### src/rtl/branch_predict_bht_if.sv
// branch_predict_bht_if: IF-stage lookup, EX-stage update and statistics signals of the branch predictor
//    master: pipeline side; drives stall/if_pc/if_opcode/upd_*, receives pred_*/perf_*
//    slave : predictor side
interface branch_predict_bht_if #(
   parameter int INDEX_BITS = 4,
   parameter int PERF_BITS  = 16
);
   logic                  stall;
   logic [31:0]           if_pc;
   logic [5:0]            if_opcode;
   logic                  pred_taken;
   logic [INDEX_BITS-1:0] pred_index;
   logic                  upd_valid;
   logic [INDEX_BITS-1:0] upd_index;
   logic                  upd_taken;
   logic                  upd_mispredict;
   logic [PERF_BITS-1:0]  perf_branches;
   logic [PERF_BITS-1:0]  perf_mispredicts;
   modport master (
      output stall, if_pc, if_opcode, upd_valid, upd_index, upd_taken, upd_mispredict,
      input  pred_taken, pred_index, perf_branches, perf_mispredicts
   );
   modport slave (
      input  stall, if_pc, if_opcode, upd_valid, upd_index, upd_taken, upd_mispredict,
      output pred_taken, pred_index, perf_branches, perf_mispredicts
   );
endinterface

### src/rtl/branch_predict_bht.sv
// branch_predict_bht: table of saturating counters, bimodal or gshare indexed, with branch statistics
//    clk, rst_n : clock, synchronous active-low reset
//    b (slave)  : combinational IF lookup (pred_taken/pred_index), registered EX update, perf counters
module branch_predict_bht #(
   parameter int INDEX_BITS = 4,
   parameter int CNT_BITS   = 2,
   parameter int MODE       = 0,
   parameter int PERF_BITS  = 16
) (
   input logic                 clk,
   input logic                 rst_n,
   branch_predict_bht_if.slave b
);
   localparam int N = 1 << INDEX_BITS;
   localparam logic [CNT_BITS-1:0] CNT_RST = CNT_BITS'((1 << (CNT_BITS - 1)) - 1);
   logic [CNT_BITS-1:0]   cnt_q [N];
   logic [CNT_BITS-1:0]   cur, cnt_d;
   logic [INDEX_BITS-1:0] ghr_q, ghr_d, idx;
   logic [PERF_BITS-1:0]  br_q, br_d, mp_q, mp_d;
   logic                  is_br, unused_pc;
   assign unused_pc = ^{b.if_pc[31:INDEX_BITS+2], b.if_pc[1:0]};
   // ghr stays zero in bimodal mode, so the XOR reduces to plain PC indexing
   assign idx = b.if_pc[INDEX_BITS+1:2] ^ ghr_q;
   assign is_br = b.if_opcode == 6'b000100 || b.if_opcode == 6'b000101;
   assign b.pred_index = idx;
   assign b.pred_taken = is_br && !b.stall && cnt_q[idx][CNT_BITS-1];
   assign b.perf_branches = br_q;
   assign b.perf_mispredicts = mp_q;
   always_comb begin
      cur = cnt_q[b.upd_index];
      cnt_d = b.upd_taken ? (cur == '1 ? cur : cur + 1'b1) : (cur == '0 ? cur : cur - 1'b1);
      // truncating {ghr, taken} shifts the outcome in and drops the oldest bit, also for one-bit history
      ghr_d = (MODE == 1 && b.upd_valid) ? INDEX_BITS'({ghr_q, b.upd_taken}) : ghr_q;
      br_d = (b.upd_valid && br_q != '1) ? br_q + 1'b1 : br_q;
      mp_d = (b.upd_valid && b.upd_mispredict && mp_q != '1) ? mp_q + 1'b1 : mp_q;
   end
   always_ff @(posedge clk) begin
      if (!rst_n) begin
         for (int i = 0; i < N; i++) cnt_q[i] <= CNT_RST;
         ghr_q <= '0;
         br_q <= '0;
         mp_q <= '0;
      end else begin
         if (b.upd_valid) cnt_q[b.upd_index] <= cnt_d;
         ghr_q <= ghr_d;
         br_q <= br_d;
         mp_q <= mp_d;
      end
   end
endmodule

### src/flat_wrapper.sv
// flat-port wrapper written by rule: the top's interface ports become plain ports
module branch_predict_bht_flat 
#(
   parameter int INDEX_BITS = 4,
   parameter int CNT_BITS   = 2,
   parameter int MODE       = 0,
   parameter int PERF_BITS  = 16
)
  (clk, rst_n, b_stall, b_if_pc, b_if_opcode, b_upd_valid, b_upd_index, b_upd_taken, b_upd_mispredict, b_pred_taken, b_pred_index, b_perf_branches, b_perf_mispredicts);
  branch_predict_bht_if #(.INDEX_BITS(INDEX_BITS), .PERF_BITS(PERF_BITS)) b_i ();
  input logic clk;
  input logic rst_n;
  input wire logic [$bits(b_i.stall)-1:0] b_stall;
  input wire logic [$bits(b_i.if_pc)-1:0] b_if_pc;
  input wire logic [$bits(b_i.if_opcode)-1:0] b_if_opcode;
  input wire logic [$bits(b_i.upd_valid)-1:0] b_upd_valid;
  input wire logic [$bits(b_i.upd_index)-1:0] b_upd_index;
  input wire logic [$bits(b_i.upd_taken)-1:0] b_upd_taken;
  input wire logic [$bits(b_i.upd_mispredict)-1:0] b_upd_mispredict;
  output wire logic [$bits(b_i.pred_taken)-1:0] b_pred_taken;
  output wire logic [$bits(b_i.pred_index)-1:0] b_pred_index;
  output wire logic [$bits(b_i.perf_branches)-1:0] b_perf_branches;
  output wire logic [$bits(b_i.perf_mispredicts)-1:0] b_perf_mispredicts;
  assign b_i.stall = b_stall;
  assign b_i.if_pc = b_if_pc;
  assign b_i.if_opcode = b_if_opcode;
  assign b_i.upd_valid = b_upd_valid;
  assign b_i.upd_index = b_upd_index;
  assign b_i.upd_taken = b_upd_taken;
  assign b_i.upd_mispredict = b_upd_mispredict;
  assign b_pred_taken = b_i.pred_taken;
  assign b_pred_index = b_i.pred_index;
  assign b_perf_branches = b_i.perf_branches;
  assign b_perf_mispredicts = b_i.perf_mispredicts;
  branch_predict_bht #(.INDEX_BITS(INDEX_BITS), .CNT_BITS(CNT_BITS), .MODE(MODE), .PERF_BITS(PERF_BITS)) u_core (.clk(clk), .rst_n(rst_n), .b(b_i));
endmodule
### config.mk
export PLATFORM = sky130hd
export DESIGN_NAME = branch_predict_bht_flat
export DESIGN_NICKNAME = d
export VERILOG_FILES = /design/src/rtl/branch_predict_bht_if.sv /design/src/rtl/branch_predict_bht.sv /design/src/flat_wrapper.sv
export SDC_FILE = /design/constraint.sdc
export NUM_CORES = 1
export LEC_CHECK = 0
export ABC_AREA = 0
export ABC_CLOCK_PERIOD_IN_PS = 2930
export CAP_MARGIN = 20
export CORE_ASPECT_RATIO = 0.5
export CORE_UTILIZATION = 45
export CTS_CLUSTER_DIAMETER = 100
export DETAILED_ROUTE_END_ITERATION = 10
export PLACE_DENSITY = 0.78
export SLEW_MARGIN = 20
export SYNTH_ARGS = -nofsm -noshare
export SYNTH_HDL_FRONTEND = slang
export SYNTH_SLANG_ARGS = --single-unit
### constraint.sdc
create_clock -name clk -period 2.93 [get_ports clk]
set_input_delay 0.7325 -clock clk [delete_from_list [all_inputs] [get_ports clk]]
set_output_delay 0.7325 -clock clk [all_outputs]
set_load 0.005 [all_outputs]
=== Word-level counts from Yosys, hierarchy flattened ===
Memories as Yosys holds them, arrays and structs flattened.
Index checks and enable logic that the tools add are counted.

* Reductions and logical operators: 9
* $add $sub $neg: 4
* Equal/unequal tests: 5
* Multiplexer cells: 10

{| class="wikitable"
|+ Operator list
! operator !! count
|-
| $add A16 B1 Y16 const B || 2
|-
| $ne A16 B16 Y1 const B || 2
|-
| $eq A6 B3 Y1 const B || 2
|-
| $mux W2 || 4
|-
| $logic_and A1 B1 Y1 || 5
|-
| $mux W1 || 5
|-
| $mux W4 || 1
|-
| $add A2 B1 Y2 const B || 1
|-
| $eq A2 B2 Y1 const B || 1
|-
| $logic_not A2 Y1 || 1
|-
| $reduce_or A2 Y1 || 1
|-
| $sub A2 B1 Y2 const B || 1
|-
| $logic_not A1 Y1 || 1
|-
| $logic_or A1 B1 Y1 || 1
|}

* Memory bits (writable): 32
* Memories kept: 1
* Flip-flop bits (word level): 32
* Output and inout bits: 37

{| class="wikitable"
|+ Memories
! memory !! depth !! bits a word !! read ports !! clocked after Yosys merged registers in !! wr ports !! RTL line !! source
|-
| u_core.cnt_q || 16 || 2 || 2 || 0 || 16 || branch_predict_bht.sv:16 || <nowiki>logic [CNT_BITS-1:0] cnt_q [N];</nowiki>
|}

=== Logic depth before layout (Yosys ltp) ===
Gate-level depths: netlist (run 1).

* Depth in word-level cells: 5
* Gate-level depth with buffers: 8

=== Worst setup path before layout (run 1) ===
Ideal clock, no wire load.

* Path type: input to output
* Start: input port b_if_pc[2]
* End: output port b_pred_taken
* Setup slack: 0.359 ns
* Arrival: 1.839 ns
* Data required time: 2.197 ns
* Stages on the path: 3
* Path buffers: 0
* Cells stage by stage: mux4_2 -> mux4_2 -> and3_1

* Longest elaborated chain between the ends: 2

{| class="wikitable"
|+ RTL lines
! item !! RTL line !! source
|-
| start, declared || flat_wrapper.sv:14 || <nowiki>input wire logic [$bits(b_i.if_pc)-1:0] b_if_pc;</nowiki>
|-
| $mem_v2 Z16 W2 || -- ||
|-
| $logic_and A1 B1 Y1 || branch_predict_bht.sv:26 || <nowiki>assign b.pred_taken = is_br && !b.stall && cnt_q[idx][CNT_BITS-1];</nowiki>
|-
| end, declared || flat_wrapper.sv:20 || <nowiki>output wire logic [$bits(b_i.pred_taken)-1:0] b_pred_taken;</nowiki>
|}

No other way between the ends.

=== Worst setup path after layout (run 1) ===
Same ends and word-level chain as after synthesis.

==> results of run 1 <==
[worst paths after layout]
path | end | slack [ns] | cells after the start
setup reg to reg | u_core.b.perf_branches[14] | 0.84 | 6
setup / recovery | b_pred_taken | 0.09 | 5
hold reg to reg | u_core.b.perf_mispredicts[14] | 0.51 | 2
hold / removal | u_core.b.perf_mispredicts[14] | 0.51 | 2
[final cells by class]
cell class	instances	area, um2	area share, %
sequential	64	1600	36.6
timing repair buffer	77	751	17.2
inverter	6	22.5	0.515
clock buffer	10	229	5.24
multi-input combinational	234	1630	37.2
clock inverter	6	26.3	0.601
tap	92	115	2.63
[critical path, cell delays in order]
cell and delay (ns):
buf_6 0.10, mux4_2 0.50, mux4_2 0.48, and3_4 0.19
buf_6 0.10
[placed cells by master (no fill, tap or decap), types with 4 or more instances in the layout]
cell type / instances
and3_1: 7
clkdlybuf4s50_1: 52
a21boi_0: 5
nand4_1: 10
nor2b_1: 5
dfxtp_1: 32
and2_1: 20
nand3_1: 30
inv_1: 6
buf_4: 19
mux4_2: 13
and4_1: 7
nor2_1: 21
or3_1: 4
clkbuf_16: 9
xnor2_1: 15
edfxtp_1: 32
xor2_1: 4
nand2_1: 42
o21ai_0: 5
o211ai_1: 5
nand2b_1: 8
[registers in the layout (all words and copies together), names as in the netlist]
signal	cells
u_core.b.perf_branches	16
u_core.b.perf_mispredicts	16
u_core.cnt_q	32
[power groups by stage]
stage	Sequential (W)	Combinational (W)	Clock, W
after floorplan	0.000985	0.000119	0
after global placement	0.000990	0.000206	0
after detailed placement	0.000991	0.000213	0
after CTS	0.000973	0.000213	0.000927
after global routing	0.000974	0.000228	0.000966
final	0.000974	0.000211	0.000910
[through the flow]
stage | util, % | setup TNS, ns
floorplan | - | 0
global placement | 59.2 | -3.87
detailed placement | 59.2 | -4.82
CTS | 62.8 | 0
global route | 62.8 | 0
finish | 62.8 | 0
[kinds of logic after synthesis]
| logic type | share of synthesized area, % |
|---|---|
| AOI/OAI and AO/OA | 7.01 |
| xor gates and xnor gates | 4.94 |
| adders and majority gates | 1.41 |
| buffers and inverters | 4.38 |
| DFF | 47.5 |
| muxes | 9.28 |
| and+or+nand+nor | 25.5 |
[routing by layer]
metal	vias to the layer above	share of wire [%]	track usage (%)
li1	1325	-	-
met1	1320	44	24.1
met2	96	49	35.6
met3	9	5.7	5.78
met4	0	1.3	7.08
met5	-	0	0
[what timing repair did]
action	CTS	global route
pin swaps	1	1
hold buffers	0	0
gates cloned	0	0
endpoints found under the setup margin	1	1
resized for setup	9	5
==> flow_summary.yaml, run 1 <==
run_status:
  status: "finished, final reports clean"
min_path:
  hold_class: "reg -> reg"
  hp-start: "u_core.b.perf_mispredicts[14]"
global_routing:
  antenna_found_initial: 0
  grt_pass1_vias: 2715
  grt_pass1_wl_mm: 12.7
  track_usage_pct: 20.3
  grt_max_degree: 38
  grt.overflow.total: 0
logic_synthesis:
  yosysMostFrequentCell: "nand2_1"
  synthArstFlopShare_pct: 0
  netlist.top_cell.by_area: "edfxtp_1"
  avgSynthCellArea_um2: 10.3
  synth_top_cell_area_share_pct: 28.5
  yosys_warnings: 0
  netlist_instances: 326
  synth_area_um2: 3370
  synthTopCellsByArea: "edfxtp_1 28%, dfxtp_1 19%, mux4_2 8.7%"
  synth_top_cells_by_count: "42 x nand2_1, 32 x dfxtp_1, 32 x edfxtp_1, 30 x nand3_1, 21 x nor2_1"
  synth_edf_count: 32
  ys_types: 45
  yosysSeqAreaShare_pct: 47.5
  syn_nets: 376
  yosys_register_bits: 64
  yosys_most_used_dff: "edfxtp_1"
timing:
  finClkSkew_ns: 0.00489
  slew_violations: 0
  whs_ns: 0.514
  timing.fmax_ghz: 0.352
  setup_viol: 0
  grt_setup_unrepaired: "false"
  hold_violations: 0
  max-slew-margin-rel_pct: 52.7
  worst_slack_ns: 0.0868
  worst_slew_pin_slew_ns: 0.704
  finalCritPeriodShare_pct: 97.0
  fin_crit_ns: 2.84
placement:
  hpwlAfterDp_mm: 5.64
  pre_cts_slack_ns: -0.754
  place_congestion: 0.805
  detailed_place.area_um2: 4120
  dp.cells: 474
  port_buffers: 55
setup_path:
  arrival_ns: 2.11
  crit_type: "in -> out"
  worstPathMaxFanout: 5
  rr_startpoint: "u_core.b.perf_branches[1]"
  worstSetupEndpointType: "output pin"
  crit_required_ns: 2.20
  startpoint: "b_if_pc[2]"
  start_kind: "input port"
power_and_ir_drop:
  ir_worst_vdd_mv: 0.222
  finalPower_w: 0.00209
  switching_power_w: 0.000467
  switching_share_pct: 22.3
  p_comb_share_pct: 10.1
  power.internal_w: 0.00163
  leakagePower_nw: 1.54
  seqPwrFrac_pct: 46.5
  power.density_nw_per_um2: 479
  power_frac_clock_pct: 43.5
die:
  row_count: 21
  start_util_pct: 48.4
  fp.coreArea_um2: 6960
  num_io_pins: 85
  die_w_um: 124
  dieHeight_um: 63.2
  dieArea_um2: 7860
finish:
  fin_area_um2: 4370
  drive_gt1_share_pct: 14.4
  areaGrowthSynthToFinish_pct: 29.7
  final_cells: 489
  num_antenna_cells: 0
  fin_nets: 442
  fill_cells: 540
detailed_routing:
  drtIter0Drc: 163
  wl_per_cell_um: 15.5
  vias: 2750
  drc_errors: 0
  dr.pass1.iters: 4
  post_drt_via_cell_ratio: 5.62
  ant_nets: 0
  wl_mm: 7.58
flow_run:
  cap_violations: 0
clock_network:
  cts_tree: "yes"
  clkTransAtPathRegs_ns: 0.05
  cts_buffers: 9
  postCtsSetupBuffers: 0
  cts-root-buf: "clkbuf_16"
  clock_latency_ns: 0.32
  cts_max_path_buffers: 2
  clock_sinks: 64
  htreeDepth: 3
(Power assumes the default switching activity.)
==> run 2, diff against run 1 <==
- REMOVE_ABC_BUFFERS: default -> 1
==> flow_summary.yaml, run 2 (synthesis gave the netlist of run 1 again) <==
run_status:
  status: "finished, final reports clean"
global_routing:
  grt.overflow.total: 0
  grt_pass1_wl_mm: 13.6
  grtUsageMet1_pct: 25.6
  busiest_layer: "met2"
  track_usage_pct: 22.0
  antenna_found_initial: 0
  grt_max_degree: 35
  met3_usage_pct: 6.97
  grt.met2_usage_pct: 39.4
  grt_pass1_vias: 2763
setup_path:
  worst_r2r_path_depth: 5
  worstSetupEndpointType: "output pin"
  worstPathMaxFanout: 5
  crit_required_ns: 2.20
  arrival_ns: 2.08
  crit_type: "in -> out"
  start_kind: "input port"
timing:
  fin_crit_ns: 2.81
  finalCritPeriodShare_pct: 95.8
  hold_violations: 0
  setup_viol: 0
  max-slew-margin-rel_pct: 43.0
  timing.fmax_ghz: 0.356
  grt_setup_unrepaired: "false"
  slew_violations: 0
  finClkSkew_ns: 0.00568
  worst_slew_pin_slew_ns: 0.848
detailed_routing:
  drc_errors: 0
  vias: 2785
  post_drt_via_cell_ratio: 5.79
  wl_per_cell_um: 16.7
  wl_mm: 8.03
  dr.pass1.iters: 4
  drtIter0Drc: 246
  ant_nets: 0
power_and_ir_drop:
  ir_worst_vdd_mv: 0.313
  leakagePower_nw: 1.53
  power.density_nw_per_um2: 520
  finalPower_w: 0.00229
finish:
  areaGrowthSynthToFinish_pct: 30.4
  regMostFlops: "u_core.cnt_q"
  largest_register_ffs: 32
  num_antenna_cells: 0
  final_common_cell: "clkdlybuf4s50_1"
  final_cells: 481
  layout_common_cells: "52 x clkdlybuf4s50_1, 42 x nand2_1, 32 x dfxtp_1, 32 x edfxtp_1, 30 x nand3_1"
  drive_gt1_share_pct: 13.1
  fin_nets: 435
  postLayoutCoreUtil_pct: 63.1
die:
  row_count: 21
  fp.coreArea_um2: 6960
  dieArea_um2: 7860
  dieHeight_um: 63.2
  die_w_um: 124
  num_io_pins: 85
  start_util_pct: 48.4
placement:
  port_buffers: 55
  hpwlAfterDp_mm: 5.66
  dp.cells: 466
  place_congestion: 0.837
clock_network:
  clkTransAtPathRegs_ns: 0.05
  ctsHoldBuffers: 0
  clock_latency_ns: 0.33
  cts_buffers: 9
  cts_tree: "yes"
  cts-root-buf: "clkbuf_16"
  htreeDepth: 3
  cts_max_path_buffers: 2
  postCtsSetupBuffers: 0
  clock_sinks: 64
flow_run:
  cap_violations: 0
min_path:
  hold_class: "reg -> reg"
  min_path_cells: 2
## run 2: cell count changes in the layout (fill, tap and decap cells not counted), sizes merged
cell	previous run	this run
bufinv	0	2
clkdlybuf4s15	0	1
clkinv	6	2
buf	24	16
clkbuf	11	12
## run 2: timing repair
action / 4_1_cts / 5_1_grt
setup endpoints to repair: 1 / 1
pin swaps: 1 / 0
resized for setup: 13 / 2
## run 2: power by group
part	switching [W]	internal, W	total (W)
registers	0.0000155	0.000958	0.000973
clock network	0.000362	0.000736	0.00110
logic	0.000103	0.000112	0.000215
## run 2: critical path, stage by stage
cell	delay (ns)
buf_8	0.09
mux4_2	0.51
mux4_2	0.48
and3_4	0.16
clkbuf_2	0.10
## run 2: final timing paths
path,startpoint,end,slack (ns)
worst max-delay path,b_if_pc[2],b_pred_taken,0.12
worst min-delay path,u_core.b.perf_mispredicts[4],u_core.b.perf_mispredicts[4],0.51
worst min register to register,u_core.b.perf_mispredicts[4],u_core.b.perf_mispredicts[4],0.51
worst max register to register,u_core.b.perf_branches[2],u_core.b.perf_branches[7],0.68
## run 2: per-layer routing
metal  part of all wire, %  wire, um  up-vias
met5                     0         0        -
met4                   1.2        93        0
met3                   6.7       535       11
met2                    51      4090      118
met1                    41      3320     1344
li1                      -         -     1312
## run 2: stage by stage
step | hold slack, ns | instance area [um2] | setup TNS (ns) | setup slack, ns
2_1_floorplan | 0.480 | 3250 | 0 | 0.359
3_3_place_gp | 0.482 | 4090 | -2.02 | -0.783
3_5_place_dp | 0.507 | 4090 | -3.48 | -0.861
4_1_cts | 0.518 | 4400 | 0 | 0.0284
5_1_grt | 0.558 | 4400 | 0 | 0.0758
6_report | 0.511 | 4400 | 0 | 0.122
## run 2: layout make-up
type                    instances  area [um2]
clock inverters                 4        70.1
fillers                       529        2570
repair buffers                 70         727
inverters                       6        22.5
multi-input cells             234        1630
flip-flops and latches         64        1600
clock buffers                  11         233
well taps                      92         115
==> run 3, diff against run 2 <==
- CORE_MARGIN: default -> 3
==> flow_summary.yaml, run 3 (synthesis gave the netlist of run 1 again) <==
detailed_routing:
  drc_errors: 0
  wl_per_cell_um: 16.6
  wl_mm: 8.08
  vias: 2798
  drtIter0Drc: 252
  dr.pass1.iters: 5
  ant_nets: 0
  post_drt_via_cell_ratio: 5.73
die:
  fp.coreArea_um2: 6960
  row_count: 21
  dieHeight_um: 67.2
  dieArea_um2: 8630
  die_w_um: 128
  start_util_pct: 48.4
  num_io_pins: 85
timing:
  worst_slew_pin_slew_ns: 0.745
  grt_setup_unrepaired: "false"
  setup_viol: 0
  timing.fmax_ghz: 0.350
  max-slew-margin-rel_pct: 50.0
  finalCritPeriodShare_pct: 97.5
  fin_crit_ns: 2.86
  finClkSkew_ns: 0.00667
  hold_violations: 0
  slew_violations: 0
finish:
  areaGrowthSynthToFinish_pct: 30.6
  final-seq-area_um2: 1600
  largest_register_ffs: 32
  fin_area_um2: 4400
  num_antenna_cells: 0
  final_common_cell: "clkdlybuf4s50_1"
  drive_gt1_share_pct: 14.1
  fill_cells: 536
  fin_nets: 441
  multi_input_area_um2: 1620
  layout_common_cells: "52 x clkdlybuf4s50_1, 42 x nand2_1, 32 x dfxtp_1, 32 x edfxtp_1, 30 x nand3_1"
  regMostFlops: "u_core.cnt_q"
power_and_ir_drop:
  power.density_nw_per_um2: 498
  leakagePower_nw: 1.54
  finalPower_w: 0.00219
  ir_worst_vdd_mv: 0.274
clock_network:
  clock_latency_ns: 0.32
  clock_sinks: 64
  cts_max_path_buffers: 2
  cts_tree: "yes"
  postCtsSetupBuffers: 0
  htreeDepth: 3
  cts-root-buf: "clkbuf_16"
  clkTransAtPathRegs_ns: 0.05
  cts_buffers: 9
flow_run:
  cap_violations: 0
placement:
  port_buffers: 55
  place_congestion: 0.811
  detailed_place.area_um2: 4110
  hpwlAfterDp_mm: 5.92
setup_path:
  worstSetupEndpointType: "output pin"
  start_kind: "input port"
  rr_startpoint: "u_core.b.perf_branches[2]"
  worst_r2r_path_depth: 5
  reg2reg_slack_ns: 0.83
  crit_type: "in -> out"
  worstPathMaxFanout: 5
  crit_required_ns: 2.20
  arrival_ns: 2.12
  worstReg2RegEnd: "u_core.b.perf_branches[7]"
global_routing:
  grt_pass1_wl_mm: 13.4
  grt_max_degree: 38
  grt.overflow.total: 0
  grt_pass1_vias: 2817
  antenna_found_initial: 0
  track_usage_pct: 19.8
run_status:
  status: "finished, final reports clean"
min_path:
  hold_class: "reg -> reg"
  worstHoldEndpoint: "u_core.b.perf_mispredicts[14]"
  hp-start: "u_core.b.perf_mispredicts[14]"
  min_path_cells: 2
[run 3: changes by cell type in the layout (fill, tap and decap cells not counted), moves of 2 or more]
cell	delta
clkinv_2	-2
buf_12	-2
clkbuf_8	+3
buf_4	+8
clkinvlp_4	+2
bufinv_16	-2
[run 3: worst max-delay path, stage by stage]
cell	delay (ns)
buf_8	0.09
mux4_2	0.50
mux4_2	0.45
and3_1	0.15
clkdlybuf4s15_1	0.19
[run 3: area by class of cell]
type / instances / share of cell area [%]
well taps: 92 / 2.61
inverters: 6 / 0.512
flip-flops and latches: 64 / 36.4
clock buffers: 14 / 6.22
multi-input cells: 234 / 36.9
clock inverters: 2 / 0.341
repair buffers: 76 / 17.1
[run 3: metrics by stage]
stage                     worst slack, ns  hold WS [ns]  TNS [ns]  instances  utilization (%)
after floorplan                     0.359         0.480         0        304                -
after global placement             -0.781         0.481    -0.965        472             59.0
after detailed placement           -0.810         0.515     -2.37        472             59.0
after CTS                          0.0101         0.521         0        488             63.2
after global routing             0.000189         0.574         0        488             63.2
final                              0.0729         0.510         0        488             63.2
[run 3: worst max path at each step]
stage | start | end | slack [ns]
3_3_place_gp | b_if_pc[2] | b_pred_taken | -0.78
2_1_floorplan | b_if_pc[2] | b_pred_taken | 0.36
4_1_cts | b_if_pc[2] | b_pred_taken | 0.01
5_1_grt | b_if_pc[2] | b_pred_taken | 0.0002
3_5_place_dp | b_if_pc[2] | b_pred_taken | -0.81
6_report | b_if_pc[2] | b_pred_taken | 0.07
[run 3: what timing repair did]
item	CTS	global route
endpoints found under the setup margin	1	1
gates resized for setup	12	1
hold buffers	0	0
pin swaps	1	0
[run 3: per-layer routing]
| layer | track usage [%] | routed length, um | up-vias |
|---|---|---|---|
| met4 | 7.67 | 157 | 0 |
| met1 | 22.7 | 3290 | 1354 |
| li1 | - | - | 1317 |
| met3 | 5.29 | 527 | 16 |
| met5 | 0 | 0 | - |
| met2 | 36.1 | 4110 | 111 |
[run 3: where the power goes]
part	leakage, nW	total (W)	switching, W	internal (W)
registers	0.546	0.000973	0.0000151	0.000958
clock network	0.135	0.00101	0.000366	0.000642
logic	0.858	0.000214	0.000101	0.000113
total	1.54	0.00219	0.000482	0.00171
